## config.mk

```make
export PLATFORM = sky130hd
export DESIGN_NAME = bp_be_issue_queue_di_flat
export DESIGN_NICKNAME = d
export VERILOG_FILES = /design/src/rtl/bp_be_pkg.sv /design/src/rtl/bp_be_issue_queue_di_if.sv /design/src/rtl/bp_be_issue_pair_check.sv /design/src/rtl/bp_be_issue_queue_di.sv /design/src/flat_wrapper.sv
export SDC_FILE = /design/constraint.sdc
export NUM_CORES = 1
export LEC_CHECK = 0
export CORE_ASPECT_RATIO = 1.5
export CORE_UTILIZATION = 52
export CTS_CLUSTER_SIZE = 25
export DETAILED_ROUTE_END_ITERATION = 10
export PLACE_DENSITY = 0.84
export SYNTH_ARGS = -nofsm -noshare
export SYNTH_HDL_FRONTEND = slang
export SYNTH_SLANG_ARGS = --single-unit
```

## constraint.sdc

```tcl
create_clock -name clk_i -period 8.2 [get_ports clk_i]
set_clock_uncertainty 0.05 [all_clocks]
set_input_delay 1.64 -clock clk_i [delete_from_list [all_inputs] [get_ports clk_i]]
set_output_delay 1.64 -clock clk_i [all_outputs]
set_load 0.01 [all_outputs]
```

## src/rtl/bp_be_pkg.sv

```systemverilog
// Shared backend constants and the issue-entry declare macro.
// Dual issue is enabled by defining BP_BE_DUAL_ISSUE_EN.
`define DECLARE_BP_BE_ISSUE_ENTRY_S(instr_width_mp) \
    typedef struct packed { \
        logic [instr_width_mp-1:0] instr; \
        logic [1:0] rs_v; \
        logic [1:0][bp_be_pkg::reg_addr_width_gp-1:0] rs; \
        logic rd_w_v; \
        logic [bp_be_pkg::reg_addr_width_gp-1:0] rd; \
        logic serial; \
    } bp_be_issue_entry_s

package bp_be_pkg;

    localparam int reg_addr_width_gp = 5;
    localparam int issue_width_gp = 2;

    function automatic int issue_entry_width(input int instr_width);
        return instr_width + 2 + 2 * reg_addr_width_gp + 1
               + reg_addr_width_gp + 1;
    endfunction

endpackage

```

## src/rtl/bp_be_issue_queue_di_if.sv

```systemverilog
// Enqueue handshake bundle for the dual-issue issue queue.
// Dual issue is enabled by defining BP_BE_DUAL_ISSUE_EN.
interface bp_be_issue_queue_di_if #(
    parameter int instr_width_p = 64
);
    import bp_be_pkg::*;

    logic                              enq_v_i;
    logic                              enq_ready_o;
    logic [instr_width_p-1:0]          enq_instr_i;
    logic [1:0]                        enq_rs_v_i;
    logic [1:0][reg_addr_width_gp-1:0] enq_rs_i;
    logic                              enq_rd_w_v_i;
    logic [reg_addr_width_gp-1:0]      enq_rd_i;
    logic                              enq_serial_i;

    modport master (
        output enq_v_i, enq_instr_i, enq_rs_v_i, enq_rs_i,
        output enq_rd_w_v_i, enq_rd_i, enq_serial_i,
        input  enq_ready_o
    );

    modport slave (
        input  enq_v_i, enq_instr_i, enq_rs_v_i, enq_rs_i,
        input  enq_rd_w_v_i, enq_rd_i, enq_serial_i,
        output enq_ready_o
    );

endinterface

```

## src/rtl/bp_be_issue_pair_check.sv

```systemverilog
// Combinational issue decision for the two oldest queue slots.
// Slot 1 issue exists only when BP_BE_DUAL_ISSUE_EN is defined.
module bp_be_issue_pair_check
    import bp_be_pkg::*;
#(
    parameter int instr_width_p = 64,
    parameter int cnt_width_p   = 3,
    localparam int entry_w_lp   = issue_entry_width(instr_width_p)
) (
    input  logic [entry_w_lp-1:0]     slot0_i,
    input  logic [entry_w_lp-1:0]     slot1_i,
    input  logic [1:0]                sb_rs_match_i1,
    input  logic [1:0]                sb_rs_match_i2,
    input  logic                      sb_rd_match_i1,
    input  logic                      sb_rd_match_i2,
    input  logic [cnt_width_p-1:0]    count_i,
    input  logic                      issue_ready_i,
    output logic [issue_width_gp-1:0] issue_v_o
);

    `DECLARE_BP_BE_ISSUE_ENTRY_S(instr_width_p);

    bp_be_issue_entry_s s0, s1;
    logic haz0, haz1, v0;

    assign s0 = slot0_i;
    assign s1 = slot1_i;

    // The scoreboard reports x0 hits too, so mask by address and use flags
    assign haz0 = (|(sb_rs_match_i1 & s0.rs_v & {|s0.rs[1], |s0.rs[0]}))
                | (sb_rd_match_i1 & s0.rd_w_v & (|s0.rd));
    assign haz1 = (|(sb_rs_match_i2 & s1.rs_v & {|s1.rs[1], |s1.rs[0]}))
                | (sb_rd_match_i2 & s1.rd_w_v & (|s1.rd));

    assign v0 = (count_i != '0) & issue_ready_i & ~haz0;
    assign issue_v_o[0] = v0;

`ifdef BP_BE_DUAL_ISSUE_EN
    logic unused_instr;
    assign unused_instr = ^{s0.instr, s1.instr};
    assign issue_v_o[1] = v0 & (count_i >= cnt_width_p'(2))
                        & ~s0.serial & ~s1.serial & ~haz1;
`else
    logic unused_slot1;
    assign unused_slot1 = ^{s0.instr, s0.serial, s1, haz1};
    assign issue_v_o[1] = 1'b0;
`endif

endmodule

```

## src/rtl/bp_be_issue_queue_di.sv

```systemverilog
// In-order issue queue feeding the dual-issue scoreboard.
// Define BP_BE_DUAL_ISSUE_EN to allow two issues per cycle.
module bp_be_issue_queue_di
    import bp_be_pkg::*;
#(
    parameter int els_p         = 4,
    parameter int instr_width_p = 64
) (
    input  logic                              clk_i,
    input  logic                              reset_n_i,
    bp_be_issue_queue_di_if.slave             enq_if,
    input  logic                              flush_i,
    output logic [1:0][reg_addr_width_gp-1:0] sb_rs_o1,
    output logic [1:0][reg_addr_width_gp-1:0] sb_rs_o2,
    output logic [reg_addr_width_gp-1:0]      sb_rd_o1,
    output logic [reg_addr_width_gp-1:0]      sb_rd_o2,
    input  logic [1:0]                        sb_rs_match_i1,
    input  logic [1:0]                        sb_rs_match_i2,
    input  logic                              sb_rd_match_i1,
    input  logic                              sb_rd_match_i2,
    input  logic                              issue_ready_i,
    output logic [issue_width_gp-1:0]         issue_v_o,
    output logic [issue_width_gp-1:0][instr_width_p-1:0] issue_instr_o,
    output logic                              score_v_o1,
    output logic                              score_v_o2,
    output logic [reg_addr_width_gp-1:0]      score_rd_o1,
    output logic [reg_addr_width_gp-1:0]      score_rd_o2
);

    localparam int ptr_w_lp = $clog2(els_p);
    localparam int cnt_w_lp = $clog2(els_p + 1);

    `DECLARE_BP_BE_ISSUE_ENTRY_S(instr_width_p);

    bp_be_issue_entry_s mem_q [els_p];
    bp_be_issue_entry_s slot0, slot1, enq_entry;

    logic [ptr_w_lp-1:0] rptr_q, rptr_d, wptr_q, wptr_d, rptr_p1;
    logic [cnt_w_lp-1:0] count_q, count_d, n_iss;
    logic [issue_width_gp-1:0] pair_v;
    logic enq_ready, enq_fire;

    assign rptr_p1 = rptr_q + ptr_w_lp'(1);
    assign slot0   = mem_q[rptr_q];
    assign slot1   = mem_q[rptr_p1];

    // Readiness uses registered count only, so a full queue never takes
    // an entry even while it is issuing
    assign enq_ready = (count_q != cnt_w_lp'(els_p));
    assign enq_fire  = enq_if.enq_v_i & enq_ready & ~flush_i;
    assign enq_if.enq_ready_o = enq_ready;

    assign enq_entry = '{
        instr:  enq_if.enq_instr_i,
        rs_v:   enq_if.enq_rs_v_i,
        rs:     enq_if.enq_rs_i,
        rd_w_v: enq_if.enq_rd_w_v_i,
        rd:     enq_if.enq_rd_i,
        serial: enq_if.enq_serial_i
    };

    bp_be_issue_pair_check #(
        .instr_width_p (instr_width_p),
        .cnt_width_p   (cnt_w_lp)
    ) u_pair (
        .slot0_i        (slot0),
        .slot1_i        (slot1),
        .sb_rs_match_i1 (sb_rs_match_i1),
        .sb_rs_match_i2 (sb_rs_match_i2),
        .sb_rd_match_i1 (sb_rd_match_i1),
        .sb_rd_match_i2 (sb_rd_match_i2),
        .count_i        (count_q),
        .issue_ready_i  (issue_ready_i),
        .issue_v_o      (pair_v)
    );

    assign issue_v_o = flush_i ? '0 : pair_v;
    assign n_iss = cnt_w_lp'(issue_v_o[0]) + cnt_w_lp'(issue_v_o[1]);

    assign sb_rs_o1 = slot0.rs;
    assign sb_rs_o2 = slot1.rs;
    assign sb_rd_o1 = slot0.rd;
    assign sb_rd_o2 = slot1.rd;

    assign issue_instr_o[0] = slot0.instr;
    assign issue_instr_o[1] = slot1.instr;

    assign score_v_o1  = issue_v_o[0] & slot0.rd_w_v & (|slot0.rd);
    assign score_v_o2  = issue_v_o[1] & slot1.rd_w_v & (|slot1.rd);
    assign score_rd_o1 = slot0.rd;
    assign score_rd_o2 = slot1.rd;

    always_comb begin
        rptr_d  = rptr_q + ptr_w_lp'(n_iss);
        wptr_d  = wptr_q + ptr_w_lp'(enq_fire);
        count_d = count_q + cnt_w_lp'(enq_fire) - n_iss;
        if (flush_i) begin
            rptr_d  = '0;
            wptr_d  = '0;
            count_d = '0;
        end
    end

    always_ff @(posedge clk_i or negedge reset_n_i) begin
        if (!reset_n_i) begin
            rptr_q  <= '0;
            wptr_q  <= '0;
            count_q <= '0;
        end else begin
            rptr_q  <= rptr_d;
            wptr_q  <= wptr_d;
            count_q <= count_d;
        end
    end

    // Payload storage carries no reset; validity comes from count
    always_ff @(posedge clk_i) begin
        if (enq_fire) begin
            mem_q[wptr_q] <= enq_entry;
        end
    end

endmodule
```

## src/flat_wrapper.sv

```systemverilog
// flat-port wrapper written by rule: the top's interface ports become plain ports
module bp_be_issue_queue_di_flat import bp_be_pkg::*;
#(
    parameter int els_p         = 4,
    parameter int instr_width_p = 64
)
  (clk_i, reset_n_i, flush_i, sb_rs_o1, sb_rs_o2, sb_rd_o1, sb_rd_o2, sb_rs_match_i1, sb_rs_match_i2, sb_rd_match_i1, sb_rd_match_i2, issue_ready_i, issue_v_o, issue_instr_o, score_v_o1, score_v_o2, score_rd_o1, score_rd_o2, enq_if_enq_v_i, enq_if_enq_instr_i, enq_if_enq_rs_v_i, enq_if_enq_rs_i, enq_if_enq_rd_w_v_i, enq_if_enq_rd_i, enq_if_enq_serial_i, enq_if_enq_ready_o);
  bp_be_issue_queue_di_if #(.instr_width_p(instr_width_p)) enq_if_i ();
  input  logic clk_i;
  input  logic reset_n_i;
  input  logic flush_i;
  output logic [1:0][reg_addr_width_gp-1:0] sb_rs_o1;
  output logic [1:0][reg_addr_width_gp-1:0] sb_rs_o2;
  output logic [reg_addr_width_gp-1:0] sb_rd_o1;
  output logic [reg_addr_width_gp-1:0] sb_rd_o2;
  input  logic [1:0] sb_rs_match_i1;
  input  logic [1:0] sb_rs_match_i2;
  input  logic sb_rd_match_i1;
  input  logic sb_rd_match_i2;
  input  logic issue_ready_i;
  output logic [issue_width_gp-1:0] issue_v_o;
  output logic [issue_width_gp-1:0][instr_width_p-1:0] issue_instr_o;
  output logic score_v_o1;
  output logic score_v_o2;
  output logic [reg_addr_width_gp-1:0] score_rd_o1;
  output logic [reg_addr_width_gp-1:0] score_rd_o2;
  input wire logic [$bits(enq_if_i.enq_v_i)-1:0] enq_if_enq_v_i;
  input wire logic [$bits(enq_if_i.enq_instr_i)-1:0] enq_if_enq_instr_i;
  input wire logic [$bits(enq_if_i.enq_rs_v_i)-1:0] enq_if_enq_rs_v_i;
  input wire logic [$bits(enq_if_i.enq_rs_i)-1:0] enq_if_enq_rs_i;
  input wire logic [$bits(enq_if_i.enq_rd_w_v_i)-1:0] enq_if_enq_rd_w_v_i;
  input wire logic [$bits(enq_if_i.enq_rd_i)-1:0] enq_if_enq_rd_i;
  input wire logic [$bits(enq_if_i.enq_serial_i)-1:0] enq_if_enq_serial_i;
  output wire logic [$bits(enq_if_i.enq_ready_o)-1:0] enq_if_enq_ready_o;
  assign enq_if_i.enq_v_i = enq_if_enq_v_i;
  assign enq_if_i.enq_instr_i = enq_if_enq_instr_i;
  assign enq_if_i.enq_rs_v_i = enq_if_enq_rs_v_i;
  assign enq_if_i.enq_rs_i = enq_if_enq_rs_i;
  assign enq_if_i.enq_rd_w_v_i = enq_if_enq_rd_w_v_i;
  assign enq_if_i.enq_rd_i = enq_if_enq_rd_i;
  assign enq_if_i.enq_serial_i = enq_if_enq_serial_i;
  assign enq_if_enq_ready_o = enq_if_i.enq_ready_o;
  bp_be_issue_queue_di #(.els_p(els_p), .instr_width_p(instr_width_p)) u_core (.clk_i(clk_i), .reset_n_i(reset_n_i), .enq_if(enq_if_i), .flush_i(flush_i), .sb_rs_o1(sb_rs_o1), .sb_rs_o2(sb_rs_o2), .sb_rd_o1(sb_rd_o1), .sb_rd_o2(sb_rd_o2), .sb_rs_match_i1(sb_rs_match_i1), .sb_rs_match_i2(sb_rs_match_i2), .sb_rd_match_i1(sb_rd_match_i1), .sb_rd_match_i2(sb_rd_match_i2), .issue_ready_i(issue_ready_i), .issue_v_o(issue_v_o), .issue_instr_o(issue_instr_o), .score_v_o1(score_v_o1), .score_v_o2(score_v_o2), .score_rd_o1(score_rd_o1), .score_rd_o2(score_rd_o2));
endmodule
```

==> results list, run 1 <==
- Result of the run: finished clean
- The Yosys step of the flow raised 0 warnings.
- Clock tree synthesis found a total of 335 sinks.
* CTS tree: yes
* Total area of sequential cells: 10000 um2
* Detailed-route wire length: 29800 um
- The max-slew violation count was 0.
* Share of cells above drive strength 1: 0.253
- DR pass1 iterations: 4
* Count of nets after finishing: 959
* WL met1: 10400 um
- Overall Global Routing Usage: 0.212
- The root buffer cell chosen for the clock tree is sky130_fd_sc_hd__clkbuf_16.
- Sum of overflow across all layers after global routing: 0
- Distinct cell type count of the synthesized netlist: 38
* Slew at the pin with the worst max-slew slack: 0.936 ns
- Static leakage: 5.63 nW
- Arrival @ worst endpoint: 4.17 ns
* Violation count after the first detailed-routing iteration: 373
* Max_slew headroom: 0.376
- Die Outline Area: 28200 um2
- Capturing element type of the critical path: output port
- Setup violations remaining at the end of the flow were counted as 0.
* Mux contribution to synthesized area: 0.254
- Met3 wirelength from detailed routing: 1620 um
- Synthesized area divided by synthesized cell count: 23.6 um2
- Of the total synthesized cell area, the portion taken by AND, OR, NAND and NOR gates is 0.0122.
- Unrepaired setup endpoints after global routing: false
- The cell count after synthesis came out at 606.
- The synthesized-area fraction occupied by ao, oa, aoi and oai cells was 0.00464.
- Xor-xnor portion of the synthesized cell area: 0.00297
* Met2 WL: 16500 um
- For this configuration, the core starts out at a cell density of 0.527.
* WS Path Type: flip-flop to output port
- The routed layout has 7363 vias.
- Counting the fill cells in the layout gives 1761.
- Maximum resistive drop on vdd: 199 uV
* Top-level port count: 267
- Via density per instance: 5.98
* CTS H-tree lvls: 1
- Kind of start point of the critical path: flip-flop
- I/O Buffers: 260
- After clock tree synthesis, the repair step resized 0 gates.
* Top Metal Used: met5
* Setup slack at placement: 2.76 ns
* Chip height: 205 um
- Setup TNS: 0 ns
* Pin count of the biggest net entering global routing: 60
* Total design power: 0.00429 W
* Sequential share of the synthesized area: 0.701
- Achievable clock frequency: 0.171 GHz
- The hold violation total from the final report was 0.
* Number of global-route vias before repair: 7856
- After synthesis the netlist holds a flip-flop and latch count of 335.
- The first global-routing pass estimated 43900 um of wire.
- Clock transition at the registers of the reported paths: 0.06 ns
- Yosys mapped a number of flops with a built-in enable equal to 328.
* Layout Area Growth over Synthesis: 27.0%
- For the finished layout, the period the worst path requires is 5.86 ns.
* Class of the most critical hold timing path: flip-flop to flip-flop
- Area of the core: 27100 um2
- Detailed placement finished with a half-perimeter wire length of 19300 um.
- Across the run, the number of max-cap violations was 0.
- Number of antenna violations at the first check in global routing: 6
- Cell Area, Synth: 14300 um2
- Dividing the final minimum period by the clock period gives 0.715.
- The later pin in the worst-skew pair is clocked with a latency of 0.56 ns.
- Post-CTS setup buffer count: 0
- CTS Buf Count: 31
* Total DRC errors in the routed layout: 0
- Gpl congestion: 0.736
- Once routing completed, OpenROAD measured the worst setup slack at 2.34 ns.
- After synthesis, the largest family of logic cells by area is multiplexers.
* Routed wire per std cell: 24.2 um
- Total power per unit cell area: 236 nW/um2
- Antenna viol nets, final: 0
- Of all nets on the critical path, the largest fanout is 59.
* Clock tree buffer depth: 3
* Hold-fix buffers at CTS: 0
- Summing all multi-input logic gate instances after layout gives 4010 um2.
* Arithmetic-cell share of the synthesized area counting full adders, half adders and majority gates: 0.00315
* X dimension of the die: 137 um
* Data required time at the worst endpoint: 6.51 ns
- After synthesis, the share of flip-flops with an asynchronous set or reset is 0.0209.
* FP Rows: 74
- Most used flip-flop cell after synthesis: sky130_fd_sc_hd__edfxtp_1
-- stage by stage --
step	instance area [um2]	util	cells	hold WS [ns]
floorplan	14300	-	607	0.536
global placement	17200	0.634	1171	0.608
detailed placement	17200	0.634	1171	0.625
CTS	18200	0.669	1227	0.640
global route	18200	0.670	1232	0.676
finish	18200	0.670	1232	0.636
-- path summary, 6_finish.rpt --
kind / cells past startpoint / startpoint / end / slack (ns)
min reg2reg: 3 / u_core.count_q[2] / u_core.count_q[2] / 0.64
min in group asynchronous: 1 / reset_n_i / u_core.count_q[1] / 1.29
max in group asynchronous: 1 / reset_n_i / u_core.rptr_q[1] / 6.54
max reg2reg: 11 / u_core.rptr_q[1] / u_core.count_q[2] / 4.02
min: 3 / u_core.count_q[2] / u_core.count_q[2] / 0.64
max: 6 / u_core.rptr_q[1] / issue_v_o[0] / 2.34
-- where the power goes --
| part | leakage [nW] | switching (W) | internal (W) |
|---|---|---|---|
| combinational | 2.09 | 0.000368 | 0.000514 |
| sequential | 3.07 | 0.0000626 | 0.00197 |
| clock | 0.477 | 0.000590 | 0.000785 |
-- logic make-up (layout without fill, tap and decap cells) --
kind of cell / after synthesis / after routing
other cells: 1 / 7
mux: 167 / 167
simple gates: 32 / 32
fa+ha+maj: 3 / 3
flops: 335 / 335
buf+inv: 56 / 334
xor+xnor: 4 / 4
compound gates: 8 / 8
-- per-layer routing --
layer	GRT usage	vias up
li1	-	3163
met1	0.229	3897
met2	0.388	240
met3	0.0453	61
met4	0.0997	2
met5	0	-
-- registers in the layout (all words and copies together), names as in the netlist --
register / cells
u_core.count_q: 3
u_core.mem_q: 328
u_core.rptr_q: 2
u_core.wptr_q: 2
-- critical path, stage by stage, from the launching register on --
cell and delay [ns]:
sky130_fd_sc_hd__dfrtp_4 0.98, sky130_fd_sc_hd__buf_4 0.83, sky130_fd_sc_hd__mux2_2 0.42, sky130_fd_sc_hd__or2_2 0.29, sky130_fd_sc_hd__o2111ai_2 0.08, sky130_fd_sc_hd__and3_1 0.32
sky130_fd_sc_hd__clkdlybuf4s50_1 0.59
-- cell usage in the layout, fill, tap and decap left out, types with 2 or more instances in the layout --
cell                              synthesis  routed
sky130_fd_sc_hd__a21oi_1                  2       2
sky130_fd_sc_hd__buf_4                   12      12
sky130_fd_sc_hd__bufinv_16                0       3
sky130_fd_sc_hd__clkbuf_1                 5       5
sky130_fd_sc_hd__clkbuf_16                0      31
sky130_fd_sc_hd__clkdlybuf4s50_1          0     260
sky130_fd_sc_hd__clkinv_1                 0       7
sky130_fd_sc_hd__clkinv_2                 0       7
sky130_fd_sc_hd__conb_1                   1       2
sky130_fd_sc_hd__dfrtp_1                  7       5
sky130_fd_sc_hd__dfrtp_4                  0       2
sky130_fd_sc_hd__diode_2                  0       5
sky130_fd_sc_hd__edfxtp_1               328     328
sky130_fd_sc_hd__ha_1                     2       2
sky130_fd_sc_hd__inv_1                    6       6
sky130_fd_sc_hd__mux2_2                   4       4
sky130_fd_sc_hd__mux2i_1                  7       7
sky130_fd_sc_hd__mux4_1                   3       3
sky130_fd_sc_hd__mux4_2                 153     153
sky130_fd_sc_hd__nand2_1                  6       6
sky130_fd_sc_hd__nand2b_1                 2       2
sky130_fd_sc_hd__nor2_1                   8       7
sky130_fd_sc_hd__nor2b_1                  3       3
sky130_fd_sc_hd__nor3_1                   3       2
sky130_fd_sc_hd__nor4_1                   2       2
sky130_fd_sc_hd__xnor2_1                  2       2
-- cell usage after synthesis (2+ instances only) --
| cell type | number | share of area |
|---|---|---|
| sky130_fd_sc_hd__a21oi_1 | 2 | 0.00070 |
| sky130_fd_sc_hd__inv_1 | 6 | 0.0016 |
| sky130_fd_sc_hd__buf_2 | 29 | 0.010 |
| sky130_fd_sc_hd__nor4_1 | 2 | 0.00087 |
| sky130_fd_sc_hd__mux4_2 | 153 | 0.24 |
| sky130_fd_sc_hd__ha_1 | 2 | 0.0017 |
| sky130_fd_sc_hd__and3_1 | 2 | 0.00087 |
| sky130_fd_sc_hd__nor3_1 | 3 | 0.0010 |
| sky130_fd_sc_hd__buf_6 | 2 | 0.0016 |
| sky130_fd_sc_hd__nor2_1 | 8 | 0.0021 |
| sky130_fd_sc_hd__mux2_2 | 4 | 0.0031 |
| sky130_fd_sc_hd__buf_1 | 2 | 0.00053 |
| sky130_fd_sc_hd__nand2b_1 | 2 | 0.00087 |
| sky130_fd_sc_hd__edfxtp_1 | 328 | 0.69 |
| sky130_fd_sc_hd__mux2i_1 | 7 | 0.0049 |
| sky130_fd_sc_hd__dfrtp_1 | 7 | 0.012 |
| sky130_fd_sc_hd__buf_4 | 12 | 0.0063 |
| sky130_fd_sc_hd__mux4_1 | 3 | 0.0055 |
| sky130_fd_sc_hd__clkbuf_1 | 5 | 0.0013 |
| sky130_fd_sc_hd__nor2b_1 | 3 | 0.0013 |
| sky130_fd_sc_hd__xnor2_1 | 2 | 0.0012 |
| sky130_fd_sc_hd__nand2_1 | 6 | 0.0016 |
-- area by class of cell --
| class | count | area share |
|---|---|---|
| antenna | 5 | 0.000689 |
| sequential | 335 | 0.552 |
| multi-input combinational | 216 | 0.221 |
| inverter | 6 | 0.00124 |
| clock inverter | 20 | 0.00971 |
| clock buffer | 36 | 0.0437 |
| timing repair buffer | 272 | 0.148 |
| tap | 342 | 0.0236 |
Note: power is estimated with default switching activity, not from simulation.
==> run 2: changes to the inputs <==
==> constraint.sdc (replaced) <==
create_clock -name clk_i -period 5.4 [get_ports clk_i]
set_clock_uncertainty 0.05 [all_clocks]
set_input_delay 1.08 -clock clk_i [delete_from_list [all_inputs] [get_ports clk_i]]
set_output_delay 1.08 -clock clk_i [all_outputs]
set_load 0.01 [all_outputs]
==> results list, run 2 (synthesized netlist as in run 1, its figures left out) <==
- The run finished with clean final reports.
* CTS H-tree lvls: 1 (unchanged)
- The final weighted congestion in routability-driven placement is 0.755 (+2.6%).
* Number of flip-flops in the largest register: 328 (unchanged)
* Hold-fix buffers at CTS: 0 (unchanged)
- The total met2 wirelength after detailed routing was 16600 um (+0.45%).
- The average vias per placed instance was 5.99 (+0.19%).
- Static leakage: 5.63 nW (about the same)
- The count of placed standard cells including taps is 1170 (-0.085%).
* Slew at the pin with the worst max-slew slack: 1.07 ns (+0.132 ns)
- The tightest slew margin relative to the limit was 0.288 (-0.0883).
- The total vias in the final route came to 7347 (-0.22%).
- Maximum resistive drop on vdd: 260 uV (+30%)
* Starting density of the core: 0.527 (unchanged)
- The number of I/O port buffers was 260 (unchanged).
- Final critical-path required period: 4.84 ns
- The number of setup violations in the final report was 0 (unchanged).
* Total power per unit cell area: 359 nW/um2 (+52%)
- Routed wire per std cell: 24.0 um (-0.83%)
* Area after detailed placement: 17200 um2 (+0.17%)
* Largest registers in the final layout: u_core.mem_q: 328 flops, u_core.count_q: 3 flops
- The site row count was 74 (unchanged).
- The setup TNS was 0 ns (unchanged).
- Total DRC errors in the routed layout: 0 (unchanged)
* Min-Delay Startpoint: u_core.count_q[2]
* Hold Path End: u_core.count_q[2]
- The critical path starts at u_core.rptr_q[0].
- Overall Global Routing Usage: 0.210 (-0.00212)
- Global-route wire length before repair: 43500 um (-0.79%)
* Top Metal Used: met5
- Leading cell types in the layout, fill and taps excluded: 328 x sky130_fd_sc_hd__edfxtp_1, 260 x sky130_fd_sc_hd__clkdlybuf4s50_1, 153 x sky130_fd_sc_hd__mux4_2
- The DRC marker count from the first detailed-route iteration came to 405 (+8.6%).
* Arrival @ worst endpoint: 3.71 ns (-0.46 ns)
* Master cell of the clock root buffer: sky130_fd_sc_hd__clkbuf_16
- The width of the chip was 137 um (unchanged).
- WS Path Type: flip-flop to output port
- Detailed-route wire length: 29500 um (-1.2%)
* Hold-critical path depth: 3 (unchanged)
- The number of post-CTS setup repair buffers came to 0 (unchanged).
- Post-CTS sizing: 0 (unchanged)
* Top-level port count: 267 (unchanged)
- The placeable core region came to 27100 um2 (unchanged).
- Achievable clock frequency: 0.207 GHz
* Clock transition at the registers of the reported paths: 0.06 ns (about the same)
- Startpoint of the most critical register-to-register path: u_core.rptr_q[0]
- The post-layout instance count excluding filler cells came to 1227 (-0.41%).
- The routed length on met1 came to 10000 um (-4.0%).
- Pin count of the biggest net entering global routing: 83 (+38%)
- Number of global-route vias before repair: 7941 (+1.1%)
* Sum of overflow across all layers after global routing: 0 (unchanged)
- The met3 wirelength from detailed routing was 1630 um (+0.62%).
- The maximum fanout along the worst path came to 39 (-34%).
- Part of the cycle the worst path needs: 0.897
- The number of nets still failing antenna checks after routing is 0 (unchanged).
- The path class of the tightest hold or removal check is flip-flop to flip-flop.
- STA classifies the critical path startpoint as a flip-flop.
- The y dimension of the die is 205 um (unchanged).
* CTS tree: yes
- The number of clock sinks seen by CTS was 335 (unchanged).
- Number of maximum-capacitance constraint violations: 0 (unchanged)
- The overall power after layout is 0.00654 W (+52%).
- The final cell utilization of the core came to 0.671 (+0.00124).
- Compared with the post-synthesis result, the final layout area differs by 27.3%.
* Capturing element type of the critical path: output port
- Count of nets after finishing: 958 (-0.10%)
* Clock tree buffer depth: 3 (unchanged)
- The sum of net half-perimeters after detailed placement came to 19200 um (-0.40%).
* Reg2reg end: u_core.count_q[2]
* Register containing the most flip-flops in the final layout: u_core.mem_q
- The die footprint is 28200 um2 (unchanged).
* Hold Vio Cnt, Final: 0 (unchanged)
- The fraction of final layout cells with drive strength greater than 1 is 0.248 (-0.00509).
- Worst reg-to-reg setup slack: 1.66 ns (-2.36 ns)
- Final std cell area, no fill: 18200 um2 (+0.19%)
* Data required time at the worst endpoint: 4.27 ns (-2.24 ns)
* Clock latency of the later-clocked register in the worst-skew pair: 0.56 ns (about the same)
- Worst Reg-to-Reg Cells: 11 (unchanged)
* Most common cell after layout, fill and taps aside: sky130_fd_sc_hd__edfxtp_1
- Setup repair after global routing left no endpoint under its margin.
- Number of antenna violations at the first check in global routing: 2 (-4)
- The max-slew violation count came to 0 (unchanged).
- The number of buffers inserted during clock tree synthesis is 31 (unchanged).
* DR pass1 iterations: 5 (+1)
[run 2: cell count changes in the layout (fill, tap and decap cells not counted), sizes merged]
cell and delta:
buf -1, bufinv +1, clkbuf +3, clkinv -5, clkinvlp +1, diode -3, inv -1
[run 2: power breakdown]
part	internal, W	switching (W)	leakage, nW
Sequential	0.00299	0.0000830	3.07
Combinational	0.000782	0.000570	2.09
Clock	0.00124	0.000877	0.471
Total	0.00501	0.00153	5.63
[run 2: area by class of cell]
type,instances,area [um2]
clock inverters,16,176
flip-flops and latches,335,10000
multi-input cells,216,4010
inverters,6,22.5
diodes,2,5.00
repair buffers,271,2720
fillers,1749,8920
well taps,342,428
clock buffers,39,806
[run 2: how the worst max path moves through the flow]
stage,end,slack (ns)
3_3_place_gp,issue_v_o[0],1.09
5_1_grt,issue_instr_o[77],0.32
3_5_place_dp,issue_v_o[0],1.03
6_report,issue_instr_o[16],0.56
2_1_floorplan,u_core.mem_q[1][10],0.12
4_1_cts,issue_instr_o[80],0.44
[run 2: through the flow]
stage / worst slack (ns) / hold WS [ns]
floorplan: 0.124 / 0.536
global placement: 1.09 / 0.613
detailed placement: 1.03 / 0.634
CTS: 0.440 / 0.645
global route: 0.321 / 0.693
finish: 0.558 / 0.642
[run 2: worst max-delay path: stages, from the launching register on]
cell	delay, ns
sky130_fd_sc_hd__dfrtp_4	0.81
sky130_fd_sc_hd__buf_4	0.55
sky130_fd_sc_hd__buf_4	0.62
sky130_fd_sc_hd__mux4_2	0.59
sky130_fd_sc_hd__clkdlybuf4s50_1	0.52
[run 2: per-layer routing]
metal  GRT usage  vias up
li1            -     3157
met1       0.222     3886
met2       0.389      240
met3      0.0421       62
met4       0.104        2
met5           0        -
